**src/rtl/rv32_divider.sv**
```systemverilog
// Multi-cycle RV32M divider (DIV/DIVU/REM/REMU): restoring shift-subtract, one
// quotient bit per clock, fixed 33-cycle latency from accepted start to done.
module rv32_divider #(
    parameter int WIDTH = 32
) (
    input  logic             clk,
    input  logic             rst_n,
    input  logic             start,
    input  logic [1:0]       op,
    input  logic [WIDTH-1:0] a,
    input  logic [WIDTH-1:0] b,
    output logic             busy,
    output logic             done,
    output logic [WIDTH-1:0] result
);

    localparam int CW = $clog2(WIDTH + 1);

    typedef enum logic [1:0] {IDLE, CALC, FIN} state_t;

    state_t           state;
    logic [1:0]       op_q;
    logic [WIDTH-1:0] a_q;
    logic [WIDTH-1:0] dvs;
    logic [WIDTH:0]   rem;
    logic [WIDTH-1:0] quo;
    logic [CW-1:0]    cnt;
    logic             q_neg, r_neg, dz, ovf;

    logic             signed_op;
    logic [WIDTH-1:0] a_mag, b_mag;
    logic [WIDTH:0]   shifted, trial;
    logic [WIDTH-1:0] q_fin, r_fin, res_fin;

    always_comb begin
        signed_op = ~op[0];
        a_mag     = (signed_op && a[WIDTH-1]) ? (~a + 1'b1) : a;
        b_mag     = (signed_op && b[WIDTH-1]) ? (~b + 1'b1) : b;
        // rem < dvs always, so its low WIDTH bits hold the whole value
        shifted   = {rem[WIDTH-1:0], quo[WIDTH-1]};
        trial     = shifted - {1'b0, dvs};
        q_fin     = q_neg ? (~quo + 1'b1) : quo;
        r_fin     = r_neg ? (~rem[WIDTH-1:0] + 1'b1) : rem[WIDTH-1:0];
        if (dz)
            res_fin = op_q[1] ? a_q : {WIDTH{1'b1}};
        else if (ovf)
            res_fin = op_q[1] ? '0 : {1'b1, {(WIDTH-1){1'b0}}};
        else
            res_fin = op_q[1] ? r_fin : q_fin;
    end

    always_ff @(posedge clk or negedge rst_n) begin
        if (!rst_n) begin
            state  <= IDLE;
            op_q   <= '0;
            a_q    <= '0;
            dvs    <= '0;
            rem    <= '0;
            quo    <= '0;
            cnt    <= '0;
            q_neg  <= 1'b0;
            r_neg  <= 1'b0;
            dz     <= 1'b0;
            ovf    <= 1'b0;
            busy   <= 1'b0;
            done   <= 1'b0;
            result <= '0;
        end else begin
            done <= 1'b0;
            case (state)
                IDLE: begin
                    if (start) begin
                        op_q  <= op;
                        a_q   <= a;
                        dvs   <= b_mag;
                        rem   <= '0;
                        quo   <= a_mag;
                        cnt   <= CW'(WIDTH);
                        q_neg <= signed_op & (a[WIDTH-1] ^ b[WIDTH-1]);
                        r_neg <= signed_op & a[WIDTH-1];
                        dz    <= (b == '0);
                        ovf   <= signed_op && (a == {1'b1, {(WIDTH-1){1'b0}}})
                                 && (b == {WIDTH{1'b1}});
                        busy  <= 1'b1;
                        state <= CALC;
                    end
                end
                CALC: begin
                    if (!trial[WIDTH]) begin
                        rem <= trial;
                        quo <= {quo[WIDTH-2:0], 1'b1};
                    end else begin
                        rem <= shifted;
                        quo <= {quo[WIDTH-2:0], 1'b0};
                    end
                    cnt <= cnt - 1'b1;
                    if (cnt == CW'(1))
                        state <= FIN;
                end
                FIN: begin
                    result <= res_fin;
                    done   <= 1'b1;
                    busy   <= 1'b0;
                    state  <= IDLE;
                end
                default: state <= IDLE;
            endcase
        end
    end

endmodule
```
**config.mk**
```make
export PLATFORM = sky130hd
export DESIGN_NAME = rv32_divider
export DESIGN_NICKNAME = d
export VERILOG_FILES = /design/src/rtl/rv32_divider.sv
export SDC_FILE = /design/constraint.sdc
export NUM_CORES = 1
export LEC_CHECK = 0
export ABC_AREA = 1
export ABC_CLOCK_PERIOD_IN_PS = 2830
export BUFFER_PORTS_ARGS = -buffer_cell sky130_fd_sc_hd__buf_4
export CAP_MARGIN = 25
export CORE_ASPECT_RATIO = 1.5
export CORE_MARGIN = 8
export CORE_UTILIZATION = 25
export DETAILED_ROUTE_END_ITERATION = 8
export GPL_TIMING_DRIVEN = 0
export PLACE_DENSITY = 0.39
export SYNTH_ARGS = -nofsm -noshare
export SYNTH_HDL_FRONTEND = slang
export SYNTH_SLANG_ARGS = --single-unit
```
**constraint.sdc**
```tcl
create_clock -name clk -period 2.83 [get_ports clk]
set_input_delay 0.566 -clock clk [delete_from_list [all_inputs] [get_ports clk]]
set_output_delay 0.566 -clock clk [all_outputs]
set_load 0.005 [all_outputs]
```
Word-level counts from Yosys, hierarchy flattened
Cells that the tools add are included.
{"block": "totals", "ff_bits": 176, "input_bits": 69, "output_inout_bits": 34, "wordCells": 70}
{"block": "op_classes", "addsub": 6, "n_eq_ne": 7, "n_mux": 23, "bitwise_logic": 8, "n_reduce_logical": 12}
{"cell": "two-way mux 32 bit", "count": 12}
{"cell": "adder 32 x 1 -> 32 bit, second input constant", "count": 4}
{"cell": "NOT 32 bit", "count": 4}
{"cell": "case mux 32 bit (2 select lines)", "count": 2}
{"cell": "equality test 32 bit, second input constant", "count": 2}
{"cell": "subtractor 33 x 32 -> 33 bit", "count": 1}
{"cell": "logical NOT 32 bit", "count": 1}
{"cell": "case mux 6 bit (2 select lines)", "count": 1}
{"cell": "AND reduction 2 bit", "count": 4}
{"cell": "equality test 6 x 1 -> 1 bit, second input constant", "count": 1}
{"cell": "two-way mux 6 bit", "count": 1}
{"cell": "subtractor 6 x 1 -> 6 bit, second input constant", "count": 1}
{"cell": "logical AND 1 bit", "count": 4}
{"cell": "two-way mux 2 bit", "count": 2}
{"cell": "inequality test 2 bit, second input constant", "count": 2}
{"cell": "case mux 2 bit (2 select lines)", "count": 1}
{"cell": "nonzero test 2 bit", "count": 2}
{"cell": "two-way mux 1 bit", "count": 3}
{"cell": "bitwise AND 1 bit", "count": 2}
{"cell": "equality test 2 x 1 -> 1 bit, second input constant", "count": 1}
{"cell": "equality test 2 bit, second input constant", "count": 1}
{"cell": "logical NOT 2 bit", "count": 1}
{"cell": "case mux 1 bit (2 select lines)", "count": 1}
{"cell": "NOT 1 bit", "count": 1}
{"cell": "XOR 1 bit", "count": 1}

Depth between registers and ports, before layout
{"block": "depth", "word_depth": 6, "ltp_mapped": 16, "mapped_depth_nobuf": 16}

Worst setup path before layout
OpenSTA, ideal clock, no wires.
{"block": "synth_path", "kind": "reg2reg", "from": "register quo[31]", "to": "register rem[20]", "setup_time_ns": 0.117, "arrival_time_ns": 2.021, "required_time_ns": 2.713, "setup_slack_ns": 0.691, "stages_incl_launch_ff": 16, "period_less_slack_ns": 2.139, "cell_sequence": "dfrtp_1 > inv_1 > ha_1 > fa_1 > nor2_2 > o21ai_1 > nand2_2 > nand2_2 > nand2_2 > nand2_4 > nand3_2 > buf_6 > buf_6 > nand3_2 > nand3_1 > nand2_1"}
{"block": "synth_via", "elab_chain_len": 3}
{"item": "start: declaration", "line": "26", "rtl": "logic [WIDTH-1:0] quo;"}
{"item": "start signal: assignment", "line": "77", "rtl": "quo <= a_mag;"}
{"item": "start signal: assignment", "line": "91", "rtl": "quo <= {quo[WIDTH-2:0], 1'b1};"}
{"item": "start signal: assignment", "line": "94", "rtl": "quo <= {quo[WIDTH-2:0], 1'b0};"}
{"item": "subtractor 33 x 32 -> 33 bit", "line": "41", "rtl": "trial = shifted - {1'b0, dvs};"}
{"item": "two-way mux 32 bit", "line": "89", "rtl": "if (!trial[WIDTH]) begin"}
{"item": "case mux 32 bit (2 select lines)", "line": "70", "rtl": "case (state)"}
{"item": "end signal: assignment", "line": "90", "rtl": "rem <= trial;"}
{"item": "end signal: assignment", "line": "93", "rtl": "rem <= shifted;"}
{"item": "end: declaration", "line": "25", "rtl": "logic [WIDTH:0] rem;"}
Every way passes these cells.
A chain may end at the register's enable or synchronous reset.

Final worst setup path
{"block": "layout_path", "from": "register dvs[6]", "to": "register rem[9]"}
{"block": "layout_via", "elab_chain_len": 3}
{"item": "start: declaration", "line": "24", "rtl": "logic [WIDTH-1:0] dvs;"}
{"item": "start signal: assignment", "line": "75", "rtl": "dvs <= b_mag;"}
{"item": "subtractor 33 x 32 -> 33 bit", "line": "41"}
{"item": "two-way mux 32 bit", "line": "89"}
{"item": "case mux 32 bit (2 select lines)", "line": "70"}
Every way passes these cells.

==> run metrics <==
post-route non-filler standard cell count 2,986; met1 Use GR 21.0%; Sw Ratio 28.7%; Yosys top cell area share 31.8%; final critical-path share of the clock period 93.5%; setup clock skew after layout 0.0149 ns; share of flip-flops with an asynchronous set or reset 100%; clk sink count 175; CP Data Arrival Time 3.01 ns; maximum number of pins on one net before global-route repair 108; power share of the combinational group 7.3%; post-detail-place hpwl 55,000 um; proportion of layout cells with a drive suffix above 1 9.08%; count of unresolved DRC violations after routing 0; post-layout min period 2.65 ns; GR Util met3 2.03%; die outline area 63,000 um^2; cell family contributing the most delay on the critical path simple AND/OR/NAND/NOR gates; post-route cell area 16,000 um^2; level count of the clock H-tree 4; static power due to leakage 7.89 nW; Vias 14,800; part of the total power dissipated in sequential elements 46.9%; Maximum Capacitance Violations 0; x dimension of the die 208 um; sum of negative setup slack 0 ns; cell seen most often among critical-path stages sky130_fd_sc_hd__nand2_2; count of boundary I/O pins 103; smallest hold slack 0.163 ns; final worst slack 0.185 ns; total congestion overflow after global routing 0; number of distinct standard cells referenced by the synthesized netlist 44; area added between synthesis and finish 16.3%; worst slack after detailed placement -0.0459 ns; Top FF cell, synth sky130_fd_sc_hd__dfrtp_1; kind of end point of the critical path register; root cell of the clock tree sky130_fd_sc_hd__clkbuf_16; run status completed; simple-gate share of the synthesized area 38.6%; sum of routed wire length over all layers 66,500 um; clock latency of the later-clocked register in the worst-skew pair 0.48 ns; Achievable Freq 378 MHz; Vert. Die Dim 303 um; kind of start point of the critical path register; buffer depth of the longest clock path 2; total of flip-flops plus latches after synthesis 175; number of enable-type register cells in the synthesized netlist 0; relative contribution of the clock network to total power 45.8%; largest cells by area after synthesis sky130_fd_sc_hd__dfrtp_1 32%, sky130_fd_sc_hd__nand2_1 17%, sky130_fd_sc_hd__nand3_1 8.8%, sky130_fd_sc_hd__inv_1 7.1%, sky130_fd_sc_hd__nor2_1 6.8%; portion of netlist area occupied by mux cells 0.0727%; wire per inst 22.3 um; initial cell density of the core 25.2%; sequential-to-total area share from yosys stat 31.8%; area of the placeable core 54,500 um^2; type of the tightest min-delay check input port to asynchronous set/reset pin; Vias/cell 4.95; Syn Nets 2,266; critical path type register to register; clock transition time at the flip-flop clock pins of the worst setup and hold paths 0.08 ns; dominant cell type by area after synthesis sky130_fd_sc_hd__dfrtp_1; crit path cell chain inv_1 > ha_1 > nand2_2 > inv_2 > a21oi_1 > nand2_2 > nand2_2 > nand2_2 > nand2_4 > nand3_1 > nand2_1 > buf_4 > nand2_1 > nand3_1 > nand2_1; parity-gate share of the synthesized area counting xor and xnor cells 3.31%; TritonCTS clock tree done; number of global-route vias before repair 15,400; Psw 1.53 mW; worst rel slew slack 36.4%; first-pass GRT wire length 98,200 um; number of buffers and inverters on the critical path 3; ANT cells 0; pwr dens 333 nW/um^2; required time at the endpoint of the critical path 3.19 ns; hold buffers post-CTS 0; row cnt 105; number of warnings printed during yosys synthesis 0; number of buffers inserted to repair setup after CTS 0; final setup violating endpoints 0; routability congestion estimate from global placement 0.905; average instance area after synthesis 6.38 um^2; DP Area 15,400 um^2; delay of the slowest critical-path stage 0.39 ns; violation count after the first detailed-route iteration 1,060; share of synthesized cell area in full adder, half adder and majority cells 3.69%; Port-buffer cells 101; maximum vdd ir drop 0.413 mV; fraction of the mapped netlist area in compound gates 12.5%; initial antenna violation count 0; combined area of all synthesized cells 13,800 um^2; Tightest Pin Transition 0.954 ns; final number of hold-violating endpoints 0; GR Util met2 41.6%; Antenna Violating Nets Remaining 0; total power consumption of the routed design 5.33 mW; utilization of the core after routing 29.3%; Cells after DPL 2,954; crit path max-delay cell type sky130_fd_sc_hd__dfrtp_1; number of buffers inserted during clock tree synthesis 17; Nets 2,387; most common cell after layout, fill and taps aside sky130_fd_sc_hd__nand2_1; commonest cells after routing, fill and taps aside 615 x sky130_fd_sc_hd__nand2_1, 260 x sky130_fd_sc_hd__inv_1, 249 x sky130_fd_sc_hd__nor2_1, 243 x sky130_fd_sc_hd__nand3_1, 175 x sky130_fd_sc_hd__dfrtp_1; GR Util All Layers 21.0%; Pre-antenna DRT Iters 5; cell-internal power 3.80 mW; worst-path maximum fanout 10; max-slew violation count 0; busiest metal layer after global routing met2; gate count after technology mapping 2,157; combinational family with the most area after synthesis simple AND/OR/NAND/NOR gates
kinds of logic after synthesis:
logic type | after synthesis
fa+ha+maj | 40
simple gates | 1232
compound gates | 308
mux | 1
flops | 175
buf+inv | 349
xor+xnor | 52
power groups by stage:
stage               logic [mW]  registers, mW  clock network [mW]
CTS                      0.399           2.50                2.50
global placement         0.390           2.55                   0
finish                   0.391           2.50                2.44
floorplan                0.142           2.55                   0
global route             0.431           2.50                2.57
detailed placement       0.397           2.55                   0
sequential cells by signal (all words and copies together) (netlist names):
| register | cells |
|---|---|
| ovf | 1 |
| r_neg | 1 |
| op_q | 1 |
| quo | 32 |
| rem | 32 |
| dz | 1 |
| cnt | 6 |
| result | 32 |
| state | 2 |
| q_neg | 1 |
| done | 1 |
| dvs | 32 |
| busy | 1 |
| a_q | 32 |
repair_timing:
action / CTS / global route
setup endpoints to repair: 0 / 25
gates resized for setup: 0 / 2
hold endpoints to repair: 0 / 0
worst reg2reg max path, delay by kind of cell (launching register included):
kind                     cells  cell delay [ns]
buffers and inverters        3             0.50
AND/OR/NAND/NOR             10             1.13
flip-flops                   1             0.39
AO/OA/AOI/OAI                1             0.17
adder cells (fa/ha/maj)      1             0.36
layout make-up:
cell class              count  area (um^2)
fillers                  6151        38500
multi-input cells        1633         8020
flip-flops and latches    175         4380
inverters                 272         1020
well taps                 695          870
repair buffers            102          793
clock buffers              18          429
plain buffers              77          349
clock inverters            14          141
metal layers:
layer | up-vias | share of wire (%) | wire length (um)
li1 | 7265 | - | -
met1 | 7135 | 38 | 24900
met2 | 276 | 54 | 36100
met3 | 102 | 2.1 | 1410
met4 | 0 | 6.0 | 3980
met5 | - | 0 | 0
synthesized netlist by cell type (10+ instances only):
library cell                 n
sky130_fd_sc_hd__nand4_1    40
sky130_fd_sc_hd__nand3_1   243
sky130_fd_sc_hd__inv_1     260
sky130_fd_sc_hd__o21ai_0   136
sky130_fd_sc_hd__inv_2      10
sky130_fd_sc_hd__dfrtp_1   175
sky130_fd_sc_hd__a22oi_1    30
sky130_fd_sc_hd__nand3b_1   17
sky130_fd_sc_hd__nand2_2    12
sky130_fd_sc_hd__clkbuf_1   45
sky130_fd_sc_hd__buf_1      12
sky130_fd_sc_hd__a31oi_1    17
sky130_fd_sc_hd__buf_2      12
sky130_fd_sc_hd__nor2_1    249
sky130_fd_sc_hd__nor3_1     18
sky130_fd_sc_hd__nand2_1   615
sky130_fd_sc_hd__xor2_1     34
sky130_fd_sc_hd__a21oi_1    94
sky130_fd_sc_hd__nand3_2    11
sky130_fd_sc_hd__xnor2_1    18
sky130_fd_sc_hd__ha_1       39
worst paths after layout:
path / start / endpoint / depth (start not counted) / slack, ns
worst max-delay path: dvs[6] / rem[9] / 15 / 0.18
worst min-delay path: rst_n / a_q[16] / 1 / 0.16
worst max register to register: dvs[6] / rem[9] / 15 / 0.18
worst min register to register: a_q[11] / a_q[11] / 2 / 0.48
max in group asynchronous: rst_n / result[0] / 2 / 1.75
min in group clk: a[14] / a_q[14] / 3 / 0.35
Power figures use the tool's default switching activity.
